==> src/rtl/vram_writer.sv <==
// ----------------------------------------------------------------------------
// vram_writer : sole VRAM write-bus driver; registers CPU writes, holds the
//               colour register and runs a free-cycle screen-fill engine.
// Rev 1.0
// ----------------------------------------------------------------------------
`default_nettype none

module vram_writer #(
  parameter logic [15:0] FILL_START  = 16'h9000,
  parameter logic [15:0] FILL_END    = 16'hBFFF,
  parameter logic [15:0] COLOR_PORT  = 16'hFFF8,
  parameter logic [7:0]  COLOR_RESET = 8'h70,
  parameter int          FILL_GAP    = 0
) (
  input  logic        clk_sys,
  input  logic        reset_n,
  input  logic [15:0] cpu_addr,
  input  logic [7:0]  cpu_dout,
  input  logic        cpu_wr,
  input  logic        fill_start,
  input  logic [7:0]  fill_data,
  input  logic [7:0]  fill_color,
  output logic [15:0] addr,
  output logic [7:0]  din,
  output logic        we,
  output logic [7:0]  color,
  output logic [7:0]  color_reg,
  output logic        fill_busy,
  output logic        fill_done
);

  localparam int GAP_W = (FILL_GAP > 0) ? $clog2(FILL_GAP + 1) : 1;
  localparam logic [GAP_W-1:0] GAP_RELOAD = GAP_W'(FILL_GAP);

  localparam logic [0:0] IDLE = 1'b0;
  localparam logic [0:0] FILL = 1'b1;

  logic [0:0]       state_q, state_d;
  logic [15:0]      ptr_q, ptr_d;
  logic [GAP_W-1:0] gap_q, gap_d;
  logic [15:0]      addr_q, addr_d;
  logic [7:0]       din_q, din_d;
  logic             we_q, we_d;
  logic [7:0]       color_q, color_d;
  logic [7:0]       color_reg_q, color_reg_d;
  logic             fill_busy_q, fill_busy_d;
  logic             fill_done_q, fill_done_d;

  logic slot;
  logic last_slot;
  logic color_wr;

  // The CPU owns every edge it writes on; the fill only gets the leftovers.
  assign slot      = (state_q == FILL) && !cpu_wr && (gap_q == '0);
  assign last_slot = slot && (ptr_q == FILL_END);
  assign color_wr  = cpu_wr && (cpu_addr == COLOR_PORT);

  always_ff @(posedge clk_sys) begin
    if (!reset_n) begin
      state_q     <= IDLE;
      ptr_q       <= FILL_START;
      gap_q       <= '0;
      addr_q      <= 16'h0000;
      din_q       <= 8'h00;
      we_q        <= 1'b0;
      color_q     <= COLOR_RESET;
      color_reg_q <= COLOR_RESET;
      fill_busy_q <= 1'b0;
      fill_done_q <= 1'b0;
    end else begin
      state_q     <= state_d;
      ptr_q       <= ptr_d;
      gap_q       <= gap_d;
      addr_q      <= addr_d;
      din_q       <= din_d;
      we_q        <= we_d;
      color_q     <= color_d;
      color_reg_q <= color_reg_d;
      fill_busy_q <= fill_busy_d;
      fill_done_q <= fill_done_d;
    end
  end

  always_comb begin
    state_d = state_q;
    case (state_q)
      IDLE:    if (fill_start) state_d = FILL;
      FILL:    if (last_slot)  state_d = IDLE;
      default: state_d = IDLE;
    endcase
  end

  always_comb begin
    ptr_d       = ptr_q;
    gap_d       = gap_q;
    addr_d      = addr_q;
    din_d       = din_q;
    we_d        = 1'b0;
    color_d     = color_q;
    color_reg_d = color_reg_q;
    fill_busy_d = fill_busy_q;
    fill_done_d = 1'b0;

    if (color_wr) begin
      color_reg_d = cpu_dout;
    end else if (cpu_wr) begin
      we_d    = 1'b1;
      addr_d  = cpu_addr;
      din_d   = cpu_dout;
      color_d = color_reg_q;
    end

    case (state_q)
      IDLE: begin
        if (fill_start) begin
          ptr_d       = FILL_START;
          gap_d       = '0;
          fill_busy_d = 1'b1;
        end
      end
      FILL: begin
        if (slot) begin
          we_d    = 1'b1;
          addr_d  = ptr_q;
          din_d   = fill_data;
          color_d = fill_color;
          ptr_d   = ptr_q + 16'd1;
          gap_d   = GAP_RELOAD;
          if (last_slot) begin
            fill_done_d = 1'b1;
            fill_busy_d = 1'b0;
          end
        end else if (gap_q != '0) begin
          gap_d = gap_q - GAP_W'(1);
        end
      end
      default: begin
        fill_busy_d = 1'b0;
      end
    endcase
  end

  assign addr      = addr_q;
  assign din       = din_q;
  assign we        = we_q;
  assign color     = color_q;
  assign color_reg = color_reg_q;
  assign fill_busy = fill_busy_q;
  assign fill_done = fill_done_q;

endmodule

`default_nettype wire

==> config.mk <==
export PLATFORM = sky130hd
export DESIGN_NAME = vram_writer
export DESIGN_NICKNAME = d
export VERILOG_FILES = /design/src/rtl/vram_writer.sv
export SDC_FILE = /design/constraint.sdc
export NUM_CORES = 1
export LEC_CHECK = 0
export CAP_MARGIN = 20
export CORE_UTILIZATION = 30
export CTS_BUF_LIST = sky130_fd_sc_hd__clkbuf_2
export CTS_CLUSTER_SIZE = 30
export DETAILED_ROUTE_END_ITERATION = 8
export PLACE_DENSITY = 0.59
export SLEW_MARGIN = 10
export SYNTH_ARGS = -nofsm -noshare
export SYNTH_HDL_FRONTEND = slang
export SYNTH_SLANG_ARGS = --single-unit
==> constraint.sdc <==
create_clock -name clk_sys -period 2.1 [get_ports clk_sys]
set_input_delay 0.21 -clock clk_sys [delete_from_list [all_inputs] [get_ports clk_sys]]
set_output_delay 0.21 -clock clk_sys [all_outputs]
set_load 0.01 [all_outputs]
# Yosys cells after proc, flatten, opt, wreduce, memory -nomap -nowiden
# Index checks and enable logic that the tools add are counted.
op_classes:
  addsub: 2
  n_mul: 0
  div_mod_pow: 0
  n_lt_le_gt_ge: 0
  n_eq_ne: 5
  shift: 0
  n_mux: 31
  n_bitwise: 2
  n_reduce_logical: 8
ops:
  columns: ["operator", "n"]
  rows:
  - ["two-way mux 16 bit", 6]
  - ["two-way mux 8 bit", 8]
  - ["equality test 16 bit, second input constant", 2]
  - ["one-hot mux 16 bit (2 select lines)", 1]
  - ["adder 16 x 1 -> 16 bit, second input constant", 1]
  - ["two-way mux 1 bit", 13]
  - ["one-hot mux 1 bit (2 select lines)", 3]
  - ["AND reduction 3 bit", 2]
  - ["logical AND 1 bit", 4]
  - ["inequality test 2 x 1 -> 1 bit, second input constant", 2]
  - ["inequality test 2 bit, second input constant", 1]
  - ["inverter 1 bit", 2]
  - ["AND reduction 2 bit", 1]
  - ["logical NOT 1 bit", 1]
  - ["subtractor 1 bit, second input constant", 1]
totals:
  regBits: 61
  latchBits: 0
  ram_bits: 0
  romBits: 0
  inputBits: 44
  out_inout_bits: 43
  wordCells: 58
  memories: 0

# Longest topological paths before layout
depth:
  word_depth: 7
  depth_mapped: 7
  depth_no_buf: 5

# Least setup slack after synthesis
# Ideal clock, no wire load.
synth_timing:
  path_kind: "register -> register"
  startpoint: "register state_q"
  endpoint: "register ptr_q[12]"
  setup_ns: 0.062
  arrival_time_ns: 1.645
  required_time_ns: 2.038
  path_slack_ns: 0.393
  path_stages_with_launch: 8
  n_path_buf: 3
  synth_period_minus_slack_ns: 1.707
  cell_sequence: "dfxtp_1 > buf_2 > nand2b_1 > clkbuf_1 > and2_1 > clkbuf_1 > or4_1 > nand3_1"
synth_between:
  elab_chain_len: 4
  word_cells_on_any_way: 7
  cone_classes: "eq/ne (2); mux (1); bitwise (1); reduce/logical (3)"
synth_lines:
  columns: ["item", "line_no", "text"]
  rows:
  - ["start: declaration", "38", "logic [0:0] state_q, state_d;"]
  - ["start signal: assignment", "71", "state_q <= state_d;"]
  - ["logical AND 1 bit (2 in a row)", "54", "assign slot = (state_q == FILL) && !cpu_wr && (gap_q == '0);"]
  - ["inequality test 2 x 1 -> 1 bit (no line)", null, null]
  - ["AND reduction 2 bit (no line)", null, null]
  - ["end signal: assignment", "72", "ptr_q <= ptr_d;"]
  - ["end: declaration", "39", "logic [15:0] ptr_q, ptr_d;"]
# Parallel ways exist; a longest one is shown, timed or not.
# A chain may end at the register's enable or synchronous reset.

# Final worst setup path
layout_timing:
  startpoint: "register ptr_q[1]"
  endpoint: "register fill_done_q (netlist: fill_done)"
layout_between:
  elab_chain_len: 3
layout_lines:
  columns: ["item", "line_no", "text"]
  rows:
  - ["equality test 16 bit", "55", "assign last_slot = slot && (ptr_q == FILL_END);"]
  - ["logical AND 1 bit", "55", null]
  - ["two-way mux 1 bit", "129", "if (last_slot) begin"]
  - ["end signal: assignment", "80", "fill_done_q <= fill_done_d;"]
  - ["end: declaration", "47", "logic fill_done_q, fill_done_d;"]
# No other way between the ends.

==> implementation parameters <==
Parameter                              Value

Run status
  Outcome ... completed

Critical path
  Setup CP Type ... register to register
  Kind of end point of the critical path ... register
  Critical Path Max Stage Delay ... 0.48 ns
  List of cells traversed by the critical path ... ha_1 > and4_1 > nand2_1 > nor4_1 > buf_4 > and2_1
  Crit path arrival time ... 2.26 ns
  Type of element launching the critical path ... register
  Required @ worst endpoint ... approximately 2.5 ns
  Reg-to-reg critical path startpoint ... ptr_q[1]
  Internal reg-to-reg setup slack ... ~0.27 ns
  Length in cells of the worst reg-to-reg path ... 6
  Maximum net fanout on the critical path ... 6
  End of the worst register-to-register path ... fill_done
  Slowest stage cell on the critical path ... dfxtp_1

STA
  Final worst-path setup slack ... 0.2657 ns
  Number of pins with negative max-slew slack in the final report ... 0
  Final Cycle Share ... 0.8735
  Count of endpoints failing setup in the final report ... 0
  Unrepaired setup endpoints after global routing ... false
  Tightest Pin Transition ... between 0.5 and 0.6 ns
  Setup Skew ... around 0.02 ns
  Fin crit period ... approximately 1.8 ns
  Final count of hold timing violations ... 0
  Worst relative slew slack ... 0.6437
  F_max ... approximately 550 MHz
  Final total negative setup slack ... 0 ns

Global routing
  Pin count of the biggest net entering global routing ... 26
  Total gr overflow ... 0
  Wire length of the first global-routing pass ... 13.68 mm
  Antenna violations before repair ... 0
  Vias in the first global route ... 2725
  GRT Total Usage ... 0.1799

Clocking
  CTS Root Cell ... clkbuf_2
  TritonCTS Sinks ... 60
  H-Tree Level Count ... 3
  Number of resized instances in the post-cts repair step ... 0
  Clock slew at reported path FFs ... roughly 0.19 ns
  Deepest clock path buffer count ... 2
  TritonCTS clock tree ... built
  Total clock buffers created by CTS ... 9
  CTS hold repair buffers ... 0
  Setup Fix Bufs, Post-CTS ... 0
  Clk_lat worst skew ... around 0.49 ns

Floorplan
  Vertical die dimension ... 97.49 um
  DIE AREA ... 9503 sq um
  Num rows ... 34
  Top-level port count ... 87
  DIE WIDTH ... slightly below 100 um
  Effective utilization at floorplan ... 0.3121
  Area of the core ... around 8800 sq um

Drt
  Via count ... ~2700
  Number of routed nets with antenna violations ... 0
  Routed Wire Length ... about 8.3 mm
  Via/cell ratio ... slightly above 5
  Iter 0 DRT Violations ... 102
  WL per Instance ... between 15 and 20 um
  Detailed-router iteration count before antenna repair ... 4
  Residual DRC ... 0

Layout
  Commonest cells after routing, fill and taps aside ... clkdlybuf4s50_1, dfxtp_1, a21oi_1
  Leading cell type in the layout, fill and taps excluded ... clkdlybuf4s50_1
  Net count reported at finish ... 460
  Area Growth Syn to Fin ... 45.75%
  Number of diodes ... 0
  Share of post-route cells with drive strength above 1 ... 0.1333

Synthesis
  Fraction of the yosys area taken by sequential cells ... 0.4392
  Library cells used by synthesis ... 44
  Number of flops mapped to enable cells by yosys ... 0
  Mean area per synthesized cell ... roughly 8.8 sq um
  Total of flip-flops plus latches after synthesis ... 60
  Post-Synthesis Net Count ... around 360
  Ys flop type ... dfxtp_1
  Cell area after technology mapping ... roughly 2700 sq um
  Share of synthesized registers carrying an async set or reset ... 0
  Number of warnings reported in the yosys synthesis log ... 0
  Instance count of the mapped netlist ... a little over 300

Worst hold path
  Depth of the worst hold-timing path ... 3
  Endpoint with the worst hold slack ... din[6]
  Worst min-delay path class ... input pin to register
  Hold path start ... fill_data[6]

Power and ir drop
  Static leakage ... between 1 and 1.5 nW
  Sw frac ... 0.2825
  Power per cell area ... roughly 590 nW/um^2
  Sw Pwr ... about 0.67 mW
  Sequential power share ... 0.516
  Power share of the combinational group ... 0.179
  Peak supply drop ... between 0.2 and 0.3 mV
  Internal power contribution ... ~1.7 mW
  Clock power frac ... 0.305

Job
  Maximum Capacitance Violations ... 0

Place
  HPWL after detailed placement ... 6.251 mm
  Worst-case setup slack after placement ... -0.1035 ns
  Port-buffer cells ... 86
  Placer Congestion ... between 0.8 and 0.9
[kinds of logic (layout without fill, tap and decap cells)]
logic type	count (synthesis)	count (layout)	share of synthesized area
adder cells (fa/ha/maj)	1	1	0.004574
AND/OR/NAND/NOR	91	91	0.1752
XOR/XNOR	2	2	0.006406
AO/OA/AOI/OAI	95	95	0.2214
multiplexers	26	26	0.09698
flip-flops	60	60	0.4392
buffers and inverters	36	145	0.05626
[per-stage QoR]
step	power [mW]	instances	hold slack (ns)	area [sq um]	util
floorplan	1.413	311	0.3577	2735	-
detailed placement	1.667	512	0.4357	3874	0.4420
CTS	2.389	528	0.2869	3986	0.4549
global route	2.488	528	0.2838	3986	0.4549
global placement	1.666	512	0.4330	3874	0.4420
finish	2.362	528	0.3241	3986	0.4549
[power by group through the flow]
stage               logic, mW  registers, mW  clock network (mW)
CTS                     0.426           1.22               0.743
global route            0.456           1.23               0.803
detailed placement      0.423           1.24                   0
floorplan               0.154           1.26                   0
global placement        0.423           1.24                   0
finish                  0.423           1.22               0.720
[how the worst max path moves through the flow]
stage | start | end | slack, ns | cells after the start
global placement | cpu_addr[1] | addr[10] | -0.05 | 7
floorplan | state_q | ptr_q[12] | 0.39 | 7
finish | ptr_q[1] | fill_done | 0.27 | 6
detailed placement | cpu_addr[1] | addr[11] | -0.10 | 7
global route | ptr_q[1] | fill_done | 0.14 | 6
CTS | ptr_q[1] | fill_done | 0.27 | 6
[layout make-up]
type	instances	area, sq um
fill	868	4777
timing repair buffer	117	1106
clock buffer	9	45.04
tap	108	135.1
multi-input combinational	215	1386
sequential	60	1201
inverter	12	45.04
clock inverter	7	67.56
[metal layers]
metal | wire length, um | vias up | GRT usage | share of wire
met3 | 346 | 17 | 0.03094 | 0.042
met5 | 0 | - | 0 | 0
met4 | 246 | 0 | 0.09615 | 0.030
met2 | 3923 | 84 | 0.3012 | 0.47
met1 | 3743 | 1266 | 0.2190 | 0.45
li1 | - | 1359 | - | -
[critical path: cells and delay by family (launching register included)]
kind	cells	cell delay, ns
and+or+nand+nor	4	0.86
DFF	1	0.48
adders and majority gates	1	0.26
buffers and inverters	1	0.19
[synth_stat cells, types with 2 or more instances]
cell type / n / area, sq um
a221o_1: 3 / 30.03
a211oi_2: 2 / 25.02
o21ai_0: 27 / 135.1
clkbuf_1: 16 / 60.06
mux2_2: 4 / 45.04
or4_1: 2 / 15.01
dfxtp_1: 60 / 1201
buf_6: 2 / 22.52
nand4_1: 7 / 43.79
a21oi_1: 39 / 195.2
nand2_1: 22 / 82.58
nand4b_1: 2 / 17.52
and4_1: 3 / 26.28
xnor2_1: 2 / 17.52
and2_0: 2 / 12.51
and2_1: 2 / 12.51
nor4_1: 4 / 25.02
and3_1: 3 / 18.77
a2111oi_0: 3 / 26.28
buf_1: 3 / 11.26
o221ai_1: 5 / 43.79
inv_1: 11 / 41.29
nor2_1: 19 / 71.32
a31oi_1: 2 / 12.51
nand3_1: 20 / 100.1
mux2i_1: 22 / 220.2
a211oi_1: 2 / 15.01
o311a_1: 2 / 20.02
buf_2: 3 / 15.01
a221oi_1: 2 / 17.52
nand2b_1: 2 / 12.51
Power figures use the tool's default switching activity.
